File: config.mk
export PLATFORM = sky130hd
export DESIGN_NAME = inst_fetch_unit
export DESIGN_NICKNAME = d
export VERILOG_FILES = /design/src/rtl/inst_fetch_unit.sv
export SDC_FILE = /design/constraint.sdc
export NUM_CORES = 1
export LEC_CHECK = 0
export BUFFER_PORTS_ARGS = -buffer_cell sky130_fd_sc_hd__buf_2
export CORE_MARGIN = 8
export CORE_UTILIZATION = 48
export DETAILED_ROUTE_END_ITERATION = 10
export PLACE_DENSITY = 0.77
export SYNTH_ARGS = -nofsm -noshare
export SYNTH_HDL_FRONTEND = slang
export SYNTH_SLANG_ARGS = --single-unit
export TNS_END_PERCENT = 100
File: constraint.sdc
create_clock -name clk -period 1.8 [get_ports clk]
set_clock_uncertainty 0.05 [all_clocks]
set_input_delay 0.36 -clock clk [delete_from_list [all_inputs] [get_ports clk]]
set_output_delay 0.36 -clock clk [all_outputs]
set_load 0.005 [all_outputs]
File: src/rtl/inst_fetch_unit.sv
// Instruction fetch stage: owns the PC, fetches one word at a time over a req/ack
// memory handshake, and hands each instruction with its PC to the control unit.
module inst_fetch_unit #(
  parameter logic [31:0] RESET_PC = 32'h0000_0000,
  parameter logic [31:0] NOP_INST = 32'h0000_0013
) (
  input  logic        clk,
  input  logic        rst,
  output logic        imem_req,
  output logic [31:0] imem_addr,
  input  logic        imem_ack,
  input  logic [31:0] imem_rdata,
  output logic        inst_valid,
  input  logic        inst_ready,
  output logic [31:0] inst,
  output logic [31:0] inst_pc,
  input  logic        redirect,
  input  logic [31:0] redirect_pc,
  output logic [31:0] num_fetched,
  output logic        misalign_err
);

  localparam logic [1:0] ST_FETCH = 2'd0;
  localparam logic [1:0] ST_HOLD  = 2'd1;
  localparam logic [1:0] ST_HALT  = 2'd2;

  logic [1:0]  state, state_nxt;
  logic [31:0] pc, pc_nxt;
  logic        flush, flush_nxt;
  logic        req_nxt;
  logic [31:0] addr_nxt;
  logic        valid_nxt;
  logic [31:0] inst_nxt;
  logic [31:0] inst_pc_nxt;
  logic [31:0] count_nxt;
  logic        err_nxt;

  logic redir_ok;
  logic redir_bad;
  logic handshake;

  assign redir_ok  = redirect && (redirect_pc[1:0] == 2'b00);
  assign redir_bad = redirect && (redirect_pc[1:0] != 2'b00);
  assign handshake = (state == ST_HOLD) && inst_valid && inst_ready;

  always_comb begin
    state_nxt   = state;
    pc_nxt      = pc;
    flush_nxt   = flush;
    req_nxt     = imem_req;
    addr_nxt    = imem_addr;
    valid_nxt   = inst_valid;
    inst_nxt    = inst;
    inst_pc_nxt = inst_pc;
    count_nxt   = num_fetched;
    err_nxt     = misalign_err;

    case (state)
      ST_FETCH: begin
        if (redir_bad) begin
          state_nxt = ST_HALT;
          err_nxt   = 1'b1;
          req_nxt   = 1'b0;
          valid_nxt = 1'b0;
          flush_nxt = 1'b0;
        end else if (!imem_req) begin
          // First request after reset; a same-cycle redirect simply retargets it.
          req_nxt  = 1'b1;
          addr_nxt = redir_ok ? redirect_pc : pc;
          pc_nxt   = redir_ok ? redirect_pc : pc;
        end else if (imem_ack) begin
          if (redir_ok) begin
            pc_nxt    = redirect_pc;
            addr_nxt  = redirect_pc;
            flush_nxt = 1'b0;
          end else if (flush) begin
            // Stale data from before a redirect: drop it and refetch at the new PC.
            flush_nxt = 1'b0;
            addr_nxt  = pc;
          end else begin
            inst_nxt    = imem_rdata;
            inst_pc_nxt = pc;
            pc_nxt      = pc + 32'd4;
            req_nxt     = 1'b0;
            valid_nxt   = 1'b1;
            state_nxt   = ST_HOLD;
          end
        end else if (redir_ok) begin
          // Outstanding request cannot be aborted; remember to discard its data.
          pc_nxt    = redirect_pc;
          flush_nxt = 1'b1;
        end
      end

      ST_HOLD: begin
        if (redir_bad) begin
          state_nxt = ST_HALT;
          err_nxt   = 1'b1;
          req_nxt   = 1'b0;
          valid_nxt = 1'b0;
          flush_nxt = 1'b0;
        end else if (handshake) begin
          valid_nxt = 1'b0;
          count_nxt = num_fetched + 32'd1;
          state_nxt = ST_FETCH;
          req_nxt   = 1'b1;
          addr_nxt  = redir_ok ? redirect_pc : pc;
          pc_nxt    = redir_ok ? redirect_pc : pc;
        end else if (redir_ok) begin
          valid_nxt = 1'b0;
          state_nxt = ST_FETCH;
          req_nxt   = 1'b1;
          addr_nxt  = redirect_pc;
          pc_nxt    = redirect_pc;
        end
      end

      ST_HALT: begin
        req_nxt   = 1'b0;
        valid_nxt = 1'b0;
      end

      default: begin
        state_nxt = ST_FETCH;
        req_nxt   = 1'b0;
        valid_nxt = 1'b0;
      end
    endcase
  end

  always_ff @(posedge clk) begin
    if (rst) begin
      state        <= ST_FETCH;
      pc           <= RESET_PC;
      flush        <= 1'b0;
      imem_req     <= 1'b0;
      imem_addr    <= RESET_PC;
      inst_valid   <= 1'b0;
      inst         <= NOP_INST;
      inst_pc      <= RESET_PC;
      num_fetched  <= 32'd0;
      misalign_err <= 1'b0;
    end else begin
      state        <= state_nxt;
      pc           <= pc_nxt;
      flush        <= flush_nxt;
      imem_req     <= req_nxt;
      imem_addr    <= addr_nxt;
      inst_valid   <= valid_nxt;
      inst         <= inst_nxt;
      inst_pc      <= inst_pc_nxt;
      num_fetched  <= count_nxt;
      misalign_err <= err_nxt;
    end
  end

endmodule
After elaboration in Yosys (flattened, before gate mapping)
Cells that the tools add are included.
{"block": "op_classes", "n_eq_ne": 15, "mux": 49, "addsub": 2, "bitwise_logic": 4, "n_reduce_logical": 17}
{"operator": "$mux W32", "count": 15}
{"operator": "$pmux W32 S2", "count": 2}
{"operator": "$add A32 B1 Y32 const B", "count": 1}
{"operator": "$add A32 B3 Y32 const B", "count": 1}
{"operator": "$mux W1", "count": 20}
{"operator": "$ne A3 B3 Y1 const B", "count": 6}
{"operator": "$reduce_and A6 Y1", "count": 3}
{"operator": "$mux W2", "count": 8}
{"operator": "$ne A4 B4 Y1 const B", "count": 3}
{"operator": "$reduce_and A4 Y1", "count": 2}
{"operator": "$ne A2 B2 Y1 const B", "count": 3}
{"operator": "$pmux W1 S2", "count": 3}
{"operator": "$pmux W2 S3", "count": 1}
{"operator": "$ne A5 B5 Y1 const B", "count": 1}
{"operator": "$reduce_and A5 Y1", "count": 1}
{"operator": "$logic_and A1 B1 Y1", "count": 4}
{"operator": "$logic_not A2 Y1", "count": 2}
{"operator": "$not A1 Y1", "count": 4}
{"operator": "$reduce_bool A2 Y1", "count": 2}
{"operator": "$reduce_and A3 Y1", "count": 1}
{"operator": "$eq A2 B1 Y1 const B", "count": 1}
{"operator": "$eq A2 B2 Y1 const B", "count": 1}
{"operator": "$reduce_and A2 Y1", "count": 1}
{"operator": "$reduce_or A2 Y1", "count": 1}
{"block": "totals", "output_inout_bits": 131, "in_bits": 69, "ff_bits": 166, "wordCells": 97}

Depth between registers and ports, before layout
Gate-level depths: netlist (run 1).
{"block": "depth", "ltp_word": 7, "ltp_mapped": 8, "depth_no_buf": 6}

Worst setup path after synthesis (run 1)
No wires, ideal clock.
{"block": "synth_timing", "kind": "input -> register", "startpoint": "input port redirect_pc[0]", "endpoint": "register imem_addr[15]", "setup_time_ns": 0.091, "t_required_ns": 1.659, "path_buffers": 1, "slack_ns": -0.090, "t_arrival_ns": 1.749, "stages": 6, "cell_sequence": "o21a_1 > or3_1 > a32oi_4 > buf_4 > nor2_1 > a311oi_1"}
{"block": "synth_via", "elab_chain_cells": 7}
{"item": "start: declaration", "line_no": "18", "text": "input logic [31:0] redirect_pc,"}
{"item": "$logic_not A2 Y1", "line_no": "42", "text": "assign redir_ok = redirect && (redirect_pc[1:0] == 2'b00);"}
{"item": "$logic_and A1 B1 Y1", "line_no": "42"}
{"item": "$mux W32", "line_no": "72", "text": "if (redir_ok) begin"}
{"item": "$mux W32", "line_no": "71", "text": "end else if (imem_ack) begin"}
{"item": "$mux W32", "line_no": "66", "text": "end else if (!imem_req) begin"}
{"item": "$mux W32", "line_no": "60", "text": "if (redir_bad) begin"}
{"item": "$pmux W32 S2", "line_no": "58", "text": "case (state)"}
{"item": "end signal: assignment", "line_no": "148", "text": "imem_addr <= addr_nxt;"}
{"item": "end: declaration", "line_no": "10", "text": "output logic [31:0] imem_addr,"}
Several ways; a longest one is shown, not always the timed one. The select of a mux whose other input is x is not followed.
A chain may end at the register's enable or synchronous reset.

Final worst setup path (run 1)
{"block": "layout_timing", "startpoint": "register pc[10]", "endpoint": "register pc[29]"}
{"block": "layout_via", "elab_chain_cells": 7}
{"item": "start: declaration", "line_no": "28", "text": "logic [31:0] pc, pc_nxt;"}
{"item": "start signal: assignment", "line_no": "145", "text": "pc <= pc_nxt;"}
{"item": "$add A32 B3 Y32", "line_no": "83", "text": "pc_nxt = pc + 32'd4;"}
{"item": "$mux W32", "line_no": "76", "text": "end else if (flush) begin"}
{"item": "$mux W32", "line_no": "72"}
{"item": "$mux W32", "line_no": "71"}
{"item": "$mux W32", "line_no": "66"}
{"item": "$mux W32", "line_no": "60"}
{"item": "$pmux W32 S2", "line_no": "58"}
No other way between the ends. The select of a mux whose other input is x is not followed.

==> impl_metrics.ini, run 1 <==
[clock_tree]
clk_pin_slew_ns = 0.07
cts_hold_buffers = 0
cts-htree-levels = 4
clock_path_buffers = 2
cts.root.buffer_cell = sky130_fd_sc_hd__clkbuf_16
cts_tree = built
cts_buf_count = 17
cts.sinks = 166
clkLatencyLatePin_ns = 0.43

[grt]
grt.overflow.total = 0
global_route.usage.total = 0.250
grt_max_degree = 84
grt_pass1_wl_um = 40000
grt_most_used_layer = met2
groute.layer.met1.usage = 0.311
use_met3 = 0.0911
first_global_vias = 7755
grt.met2_usage = 0.389
grt_antenna_before_repair = 1

[die]
width_of_the_die_um = 140
placement_rows = 45
initial_core_util = 0.489
ioPinCount = 200
die_area_mm2 = 0.0196
chipHeight_um = 140
fp.coreArea_mm2 = 0.0151

[flow_run]
maxCapViolations = 0

[route]
viasPerCell = 5.86
antenna_violating_nets_post_route = 0
vias = 8426
wl_um = 27900
drtPass1Iterations = 6
drc = 0
drt-initial-drc-count = 893
wl_per_cell_um = 19.4

[logic_synthesis]
synth.avg_cell_area_um2 = 7.89
area_of_the_mapped_netlist_mm2 = 0.00740
ys.warnings.count = 0
mapped_nets = 1009
netlist-cell-type-count = 60
yosys_register_bits = 166
synthCells = 938
ys_seq_area_frac = 0.449
synthFlopType = sky130_fd_sc_hd__dfxtp_1
share_of_async_settable_or_async_resettable_flops_after_synthesis = 0
synth_edf_count = 0

[power_and_ir_drop]
power.total_mw = 9.22
max-vdd-ir-drop_mv = 0.630
leakage_nw = 4.79
cellPowerDensity_mw_per_mm2 = 826

[layout]
areaGrowthSynthToFinish_pct = 50.9
layout.nets = 1307
final_layout_size_suffix_gt1_frac = 0.424
final_core_util = 0.737
final_cell_area_mm2 = 0.0112

[outcome]
status = finished, violations left
violations = negative setup slack

[worst_setup_path]
setup.worst_path.class = reg2reg
cp-start-kind = flop
worst_ep_arrival_time_ns = 2.20
path_max_fanout = 3
worstSetupEndpointType = flop
timing.critical_path.required_ns = 2.08

[min_path]
timing.hold.worst.class = in2reg

[sta]
timing.final.max_slew_violations = 0
max_slew.worst_pin.slew_ns = 0.483
final_min_period_over_clock_period = 1.07
report.final.hold_viol_count = 0
setup_viol = 32
slew_headroom = 0.678
fmaxAchievable_mhz = 521
period_needed_ns = 1.92
rsz0062_at_grt = true
fin_ws_ns = -0.121

[placement]
dp_hpwl_um = 18000
gpl.final_weighted_congestion = 0.955
portBuffers = 199
post_dp_cell_area_mm2 = 0.00949
## critical path, cell delays in order, from the launching register on
cell                       delay, ns
sky130_fd_sc_hd__dfxtp_2        0.33
sky130_fd_sc_hd__nand4_1        0.24
sky130_fd_sc_hd__nor4_1         0.31
sky130_fd_sc_hd__buf_4          0.18
sky130_fd_sc_hd__nor4b_4        0.20
sky130_fd_sc_hd__buf_4          0.17
sky130_fd_sc_hd__a211oi_1       0.07
sky130_fd_sc_hd__nor4_1         0.27
## area by class of cell
| cell class | count | area [µm²] |
|---|---|---|
| Clock inverter | 14 | 198 |
| Inverter | 6 | 22.5 |
| Sequential cell | 166 | 3350 |
| Multi-Input combinational cell | 691 | 4390 |
| Fill cell | 1035 | 3980 |
| Antenna cell | 1 | 2.50 |
| Clock buffer | 18 | 429 |
| Tap cell | 188 | 235 |
| Timing Repair Buffer | 354 | 2540 |
## path summary, 6_finish.rpt
kind                      start       end  slack (ns)  cells past startpoint
setup / recovery         pc[10]    pc[29]       -0.12                      7
setup reg to reg         pc[10]    pc[29]       -0.12                      7
hold reg to reg        inst[11]  inst[11]        0.40                      2
hold / removal    imem_rdata[4]   inst[4]         0.1                      3
## state kept, by name, summed over array words and instances (netlist names)
register / cells
flush: 1
imem_addr: 32
imem_req: 1
inst: 32
inst_pc: 32
inst_valid: 1
misalign_err: 1
num_fetched: 32
pc: 32
state: 2
## synth_stat cells, types with 5 or more instances
| cell | number | area, µm² |
|---|---|---|
| sky130_fd_sc_hd__a211oi_1 | 17 | 128 |
| sky130_fd_sc_hd__a21oi_1 | 88 | 440 |
| sky130_fd_sc_hd__a311oi_1 | 31 | 272 |
| sky130_fd_sc_hd__and2_1 | 5 | 31.3 |
| sky130_fd_sc_hd__and3_1 | 11 | 68.8 |
| sky130_fd_sc_hd__and4_1 | 9 | 78.8 |
| sky130_fd_sc_hd__buf_1 | 7 | 26.3 |
| sky130_fd_sc_hd__buf_2 | 13 | 65.1 |
| sky130_fd_sc_hd__clkbuf_1 | 50 | 188 |
| sky130_fd_sc_hd__dfxtp_1 | 166 | 3320 |
| sky130_fd_sc_hd__inv_1 | 6 | 22.5 |
| sky130_fd_sc_hd__nand2_1 | 191 | 717 |
| sky130_fd_sc_hd__nand2b_1 | 6 | 37.5 |
| sky130_fd_sc_hd__nand3_1 | 39 | 195 |
| sky130_fd_sc_hd__nand4_1 | 20 | 125 |
| sky130_fd_sc_hd__nor2_1 | 95 | 357 |
| sky130_fd_sc_hd__nor3_1 | 16 | 80.1 |
| sky130_fd_sc_hd__nor4_1 | 11 | 68.8 |
| sky130_fd_sc_hd__o21ai_0 | 52 | 260 |
| sky130_fd_sc_hd__o31ai_1 | 5 | 37.5 |
| sky130_fd_sc_hd__or3_1 | 5 | 31.3 |
| sky130_fd_sc_hd__xnor2_1 | 5 | 43.8 |
| sky130_fd_sc_hd__xor2_1 | 26 | 228 |
## report_power, final
part / switching (mW) / total [mW] / internal, mW
logic: 0.721 / 1.35 / 0.625
clock network: 1.61 / 3.96 / 2.34
registers: 0.108 / 3.92 / 3.81
total: 2.44 / 9.22 / 6.78
## through the flow
step	hold WS (ns)	instances	TNS, ns	setup slack, ns
finish	0.0959	1438	-0.974	-0.121
global route	0.109	1438	-7.67	-0.185
CTS	0.0905	1423	-0.173	-0.0494
detailed placement	0.395	1383	-26.14	-0.280
global placement	0.388	1383	-22.29	-0.194
floorplan	0.390	938	-0.936	-0.0339
## logic make-up (layout without fill, tap and decap cells)
kind of cell / Yosys count / in the layout / share of synthesized area
AO/OA/AOI/OAI: 231 / 231 / 0.199
adder cells (fa/ha/maj): 2 / 2 / 0.00338
XOR/XNOR: 31 / 31 / 0.0367
AND/OR/NAND/NOR: 426 / 426 / 0.266
other: 0 / 1 / 0
buffers and inverters: 81 / 392 / 0.0451
multiplexers: 1 / 1 / 0.00135
flip-flops: 166 / 166 / 0.449
## cell usage in the layout (no fill, tap or decap), types with 10 or more instances in the layout
master,instances
sky130_fd_sc_hd__nand2_2,10
sky130_fd_sc_hd__clkbuf_16,24
sky130_fd_sc_hd__buf_4,119
sky130_fd_sc_hd__nand2_1,167
sky130_fd_sc_hd__nand3_1,38
sky130_fd_sc_hd__nor2_2,12
sky130_fd_sc_hd__xor2_1,26
sky130_fd_sc_hd__and3_1,11
sky130_fd_sc_hd__a311oi_1,21
sky130_fd_sc_hd__o21ai_0,48
sky130_fd_sc_hd__nor2_1,72
sky130_fd_sc_hd__nor3_1,12
sky130_fd_sc_hd__a21oi_2,30
sky130_fd_sc_hd__nand4_1,20
sky130_fd_sc_hd__a211oi_1,13
sky130_fd_sc_hd__dfxtp_2,12
sky130_fd_sc_hd__nand2_4,14
sky130_fd_sc_hd__buf_6,10
sky130_fd_sc_hd__buf_2,199
sky130_fd_sc_hd__dfxtp_1,152
sky130_fd_sc_hd__buf_12,13
sky130_fd_sc_hd__nor2_4,11
sky130_fd_sc_hd__a21oi_1,57
sky130_fd_sc_hd__a311oi_2,10
## repair_timing
item	CTS	global route
gates resized for setup	32	159
setup buffers	5	7
pin swaps	19	72
endpoints found under the setup margin	111	99
gates cloned	3	11
## per-layer routing
layer / vias to the layer above / routed length, µm
met3: 70 / 3180
met1: 3948 / 10900
met4: 0 / 802
met2: 483 / 13100
met5: - / 0
li1: 3925 / -
(Power assumes the default switching activity.)
==> inputs of run 2 (changes only) <==
--- a/config.mk
+++ b/config.mk
@@ -10,6 +10,7 @@
 export CORE_UTILIZATION = 48
 export DETAILED_ROUTE_END_ITERATION = 10
 export PLACE_DENSITY = 0.77
+export SETUP_SLACK_MARGIN = 0.1
 export SYNTH_ARGS = -nofsm -noshare
 export SYNTH_HDL_FRONTEND = slang
 export SYNTH_SLANG_ARGS = --single-unit
==> impl_metrics.ini, run 2 (synthesized netlist as in run 1, its figures left out) <==
[outcome]
status = finished, violations left
violations = negative setup slack

[die]
width_of_the_die_um = 140
fp.coreArea_mm2 = 0.0151
placement_rows = 45
die_area_mm2 = 0.0196
chipHeight_um = 140
initial_core_util = 0.489
ioPinCount = 200

[worst_setup_path]
setup.worst_path.class = reg2reg
path_max_fanout = 8
worst_ep_arrival_time_ns = 2.14
worstSetupEndpointType = flop
cp-start-kind = flop
regToRegSetupSlack_ns = -0.08
reg2reg_from = state[1]
ff2ff_path_depth = 7
timing.critical_path.required_ns = 2.06
r2r_end = num_fetched[26]
critical_path.startpoint = state[1]

[sta]
final_min_period_over_clock_period = 1.04
max_slew.worst_pin.slew_ns = 0.580
slew_headroom = 0.613
rsz0062_at_grt = true
setup_viol = 19
period_needed_ns = 1.88
report.final.hold_viol_count = 0
fin_ws_ns = -0.0752
fmaxAchievable_mhz = 533
timing.final.max_slew_violations = 0

[route]
wl_um = 29100
drt-initial-drc-count = 787
drtPass1Iterations = 6
wl_per_cell_um = 20.2
viasPerCell = 5.92
drc = 0
antenna_violating_nets_post_route = 0
vias = 8500

[min_path]
whs_endpoint = inst[1]
timing.hold.worst.class = in2reg
timing.hold.worst.start = imem_rdata[1]
min_path_cells = 3

[layout]
final_core_util = 0.748
areaGrowthSynthToFinish_pct = 53.0
commonest_cells_after_routing_fill_and_taps_aside = sky130_fd_sc_hd__buf_2, sky130_fd_sc_hd__nand2_1, sky130_fd_sc_hd__dfxtp_1, sky130_fd_sc_hd__buf_4, sky130_fd_sc_hd__nor2_1
final_common_cell = sky130_fd_sc_hd__buf_2
antenna_cells = 0
final_layout_size_suffix_gt1_frac = 0.433
layout.nets = 1306
stdcell_count = 1436

[power_and_ir_drop]
leakage_nw = 4.69
cellPowerDensity_mw_per_mm2 = 797
power.total_mw = 9.02
max-vdd-ir-drop_mv = 0.668

[placement]
gpl.final_weighted_congestion = 0.900
dp_hpwl_um = 17800
dp.cells = 1368
portBuffers = 199

[clock_tree]
cts.sinks = 166
cts.root.buffer_cell = sky130_fd_sc_hd__clkbuf_16
clkLatencyLatePin_ns = 0.43
clk_pin_slew_ns = 0.06
cts_hold_buffers = 0
cts_buf_count = 17
clock_path_buffers = 2
cts_tree = built
cts-htree-levels = 4

[grt]
grt.overflow.total = 0
grt_antenna_before_repair = 0
grt_max_degree = 53
first_global_vias = 8005
grt_pass1_wl_um = 41500
global_route.usage.total = 0.258

[flow_run]
maxCapViolations = 0
==> run 2: cell types whose count changed in the layout (fill, tap and decap cells not counted), sizes merged <==
cell / previous run / this run
buf: 347 / 341
clkbuf: 25 / 30
bufinv: 4 / 2
clkinv: 3 / 5
diode: 1 / 0
inv: 11 / 10
nand3b: 3 / 4
==> run 2: report_power, final <==
group / switching, mW / leakage (nW) / total, mW / internal [mW]
logic: 0.717 / 3.05 / 1.38 / 0.665
clock network: 1.59 / 0.291 / 3.72 / 2.13
registers: 0.112 / 1.36 / 3.92 / 3.81
==> run 2: area by class of cell <==
cell class	count	area [µm²]
clock inverter	13	143
inverter	6	22.5
sequential	166	3350
clock buffer	19	453
tap	188	235
timing repair buffer	352	2650
multi-input combinational	692	4470
fill	1015	3820
==> run 2: critical path: stages, from the launching register on <==
cell and delay (ns):
sky130_fd_sc_hd__dfxtp_4 0.37, sky130_fd_sc_hd__nand4b_1 0.25, sky130_fd_sc_hd__nor4b_4 0.36, sky130_fd_sc_hd__buf_4 0.17, sky130_fd_sc_hd__buf_6 0.13, sky130_fd_sc_hd__nand4_1 0.15, sky130_fd_sc_hd__xor2_1 0.21, sky130_fd_sc_hd__nor2_1 0.06
==> run 2: how the worst max path moves through the flow <==
stage,to,slack [ns],depth (start not counted)
4_1_cts,imem_addr[2],0.02,6
5_1_grt,num_fetched[26],-0.14,7
2_1_floorplan,imem_addr[15],0.006,6
3_3_place_gp,imem_addr[17],-0.18,7
3_5_place_dp,imem_addr[2],-0.29,7
6_report,num_fetched[26],-0.08,7
==> run 2: layer usage <==
metal | vias to the layer above | routed length [µm] | GRT usage
met5 | - | 0 | 0
met4 | 0 | 951 | 0.107
met3 | 89 | 2980 | 0.0931
met2 | 470 | 13800 | 0.414
met1 | 4024 | 11300 | 0.307
li1 | 3917 | - | -
==> run 2: repair_timing <==
action | CTS | global route
gates cloned | 5 | 14
gates resized for setup | 37 | 150
hold endpoints to repair | 0 | 0
setup endpoints to repair | 135 | 147
setup buffers | 11 | 6
pin swaps | 15 | 54
==> run 2: per-stage QoR <==
step / TNS (ns) / setup WS [ns] / area, µm² / hold slack (ns)
2_1_floorplan: 0 / 0.00608 / 7570 / 0.390
3_3_place_gp: -18.82 / -0.184 / 9480 / 0.388
3_5_place_dp: -23.72 / -0.291 / 9480 / 0.394
4_1_cts: 0 / 0.0210 / 10400 / 0.0792
5_1_grt: -2.56 / -0.139 / 11300 / 0.0963
6_report: -0.258 / -0.0752 / 11300 / 0.0983
==> inputs of run 3 (changes only) <==
--- a/config.mk
+++ b/config.mk
@@ -11,6 +11,7 @@
 export DETAILED_ROUTE_END_ITERATION = 10
 export PLACE_DENSITY = 0.77
 export SETUP_SLACK_MARGIN = 0.1
+export SKIP_LAST_GASP = 1
 export SYNTH_ARGS = -nofsm -noshare
 export SYNTH_HDL_FRONTEND = slang
 export SYNTH_SLANG_ARGS = --single-unit
==> impl_metrics.ini, run 3 (synthesized netlist as in run 1, its figures left out) <==
[route]
drtPass1Iterations = 5
wl_um = 28600
drc = 0
drt-initial-drc-count = 797
antenna_violating_nets_post_route = 0
vias = 8482
wl_per_cell_um = 19.9
viasPerCell = 5.91

[outcome]
status = finished, violations left
violations = negative setup slack

[power_and_ir_drop]
max-vdd-ir-drop_mv = 0.660
clock_group_share_of_total_power = 0.413
power.share.switching = 0.264
leakage_nw = 4.68
comb_power_share = 0.150
cellPowerDensity_mw_per_mm2 = 802
power.total_mw = 8.96
internal_power_mw = 6.59
switching_power_mw = 2.37
part_of_the_total_power_dissipated_in_sequential_elements = 0.437

[die]
width_of_the_die_um = 140
chipHeight_um = 140
placement_rows = 45
ioPinCount = 200
die_area_mm2 = 0.0196
initial_core_util = 0.489
fp.coreArea_mm2 = 0.0151

[sta]
final_min_period_over_clock_period = 1.02
period_needed_ns = 1.83
fin_ws_ns = -0.0286
timing.final.max_slew_violations = 0
fmaxAchievable_mhz = 547
max_slew.worst_pin.slew_ns = 0.551
report.final.hold_viol_count = 0
slew_headroom = 0.632
setup_viol = 11
rsz0062_at_grt = true

[worst_setup_path]
setup.worst_path.class = reg2reg
timing.critical_path.required_ns = 2.08
path_max_fanout = 8
cp-start-kind = flop
worstSetupEndpointType = flop
worst_ep_arrival_time_ns = 2.11

[clock_tree]
clk_pin_slew_ns = 0.06
cts.root.buffer_cell = sky130_fd_sc_hd__clkbuf_16
clock_path_buffers = 2
cts.sinks = 166
cts_tree = built
cts_buf_count = 17
clkLatencyLatePin_ns = 0.43
cts-htree-levels = 4
cts_hold_buffers = 0

[grt]
grt_pass1_wl_um = 41500
first_global_vias = 8005
grt_max_degree = 53
grt.overflow.total = 0
global_route.usage.total = 0.258
grt_antenna_before_repair = 0

[layout]
final_layout_size_suffix_gt1_frac = 0.402
areaGrowthSynthToFinish_pct = 51.0
layout.filler_cells = 1043
antenna_cells = 0
final_core_util = 0.738
final_cell_area_mm2 = 0.0112
stdcell_count = 1436
final_common_cell = sky130_fd_sc_hd__buf_2
commonest_cells_after_routing_fill_and_taps_aside = sky130_fd_sc_hd__buf_2, sky130_fd_sc_hd__nand2_1, sky130_fd_sc_hd__dfxtp_1, sky130_fd_sc_hd__buf_4, sky130_fd_sc_hd__nor2_1
sequential_cell_area_mm2 = 0.00335
layout.nets = 1306
area_of_the_multi_input_gates_mm2 = 0.00433

[placement]
gpl.final_weighted_congestion = 0.900
dp_hpwl_um = 17800
portBuffers = 199
dp.cells = 1368
post_dp_cell_area_mm2 = 0.00948

[flow_run]
maxCapViolations = 0

[min_path]
timing.hold.worst.class = in2reg
run 3: changes by cell type in the layout (fill, tap and decap cells not counted), sizes merged:
| cell | before | now |
|---|---|---|
| buf | 341 | 342 |
| clkbuf | 30 | 29 |
run 3: what timing repair did:
item                                    in CTS  in global routing
pin swaps                                   15                 51
endpoints found under the hold margin        0                  0
setup buffers                               11                  6
gates resized for setup                     37                106
gates cloned                                 5                 14
endpoints found under the setup margin     135                147
run 3: final cells by class:
type,count,share of cell area
timing repair buffer,352,0.236
clock inverter,13,0.0128
clock buffer,19,0.0405
inverter,6,0.00202
multi-input combinational,692,0.387
tap,188,0.0211
sequential,166,0.300
run 3: stage by stage:
stage               setup WS (ns)  TNS [ns]  hold WS, ns
finish                    -0.0286   -0.0893       0.0941
global route               -0.105     -2.58       0.0981
CTS                        0.0210         0       0.0792
detailed placement         -0.291    -23.72        0.394
global placement           -0.184    -18.82        0.388
floorplan                 0.00608         0        0.390
run 3: per-layer routing:
layer | wire, µm | vias to the layer above | track usage | share of wire
li1 | - | 3923 | - | -
met1 | 10900 | 3974 | 0.307 | 0.38
met2 | 13600 | 504 | 0.414 | 0.47
met3 | 3290 | 81 | 0.0931 | 0.11
met4 | 834 | 0 | 0.107 | 0.029
met5 | 0 | - | 0 | 0
run 3: worst paths after layout:
path                       from           end  slack, ns  cells past startpoint
setup / recovery       state[1]  imem_addr[3]      -0.03                      7
hold reg to reg     inst_pc[16]   inst_pc[16]       0.40                      2
hold / removal    imem_rdata[4]       inst[4]       0.09                      3
setup reg to reg       state[1]  imem_addr[3]      -0.03                      7
run 3: critical path, stage by stage (launching register included):
cell and delay [ns]:
sky130_fd_sc_hd__dfxtp_4 0.37, sky130_fd_sc_hd__and4b_1 0.30, sky130_fd_sc_hd__nand2_2 0.11, sky130_fd_sc_hd__a32oi_4 0.28
sky130_fd_sc_hd__buf_12 0.19, sky130_fd_sc_hd__clkbuf_16 0.17, sky130_fd_sc_hd__nor2_1 0.05, sky130_fd_sc_hd__a311oi_1 0.21
run 3: power groups by stage:
stage	Sequential [mW]	Combinational (mW)	Clock [mW]
6_report	3.91	1.34	3.70
5_1_grt	3.92	1.43	3.87
4_1_cts	3.90	1.15	3.73
3_5_place_dp	3.98	0.994	0
3_3_place_gp	3.98	0.971	0
2_1_floorplan	3.98	0.498	0
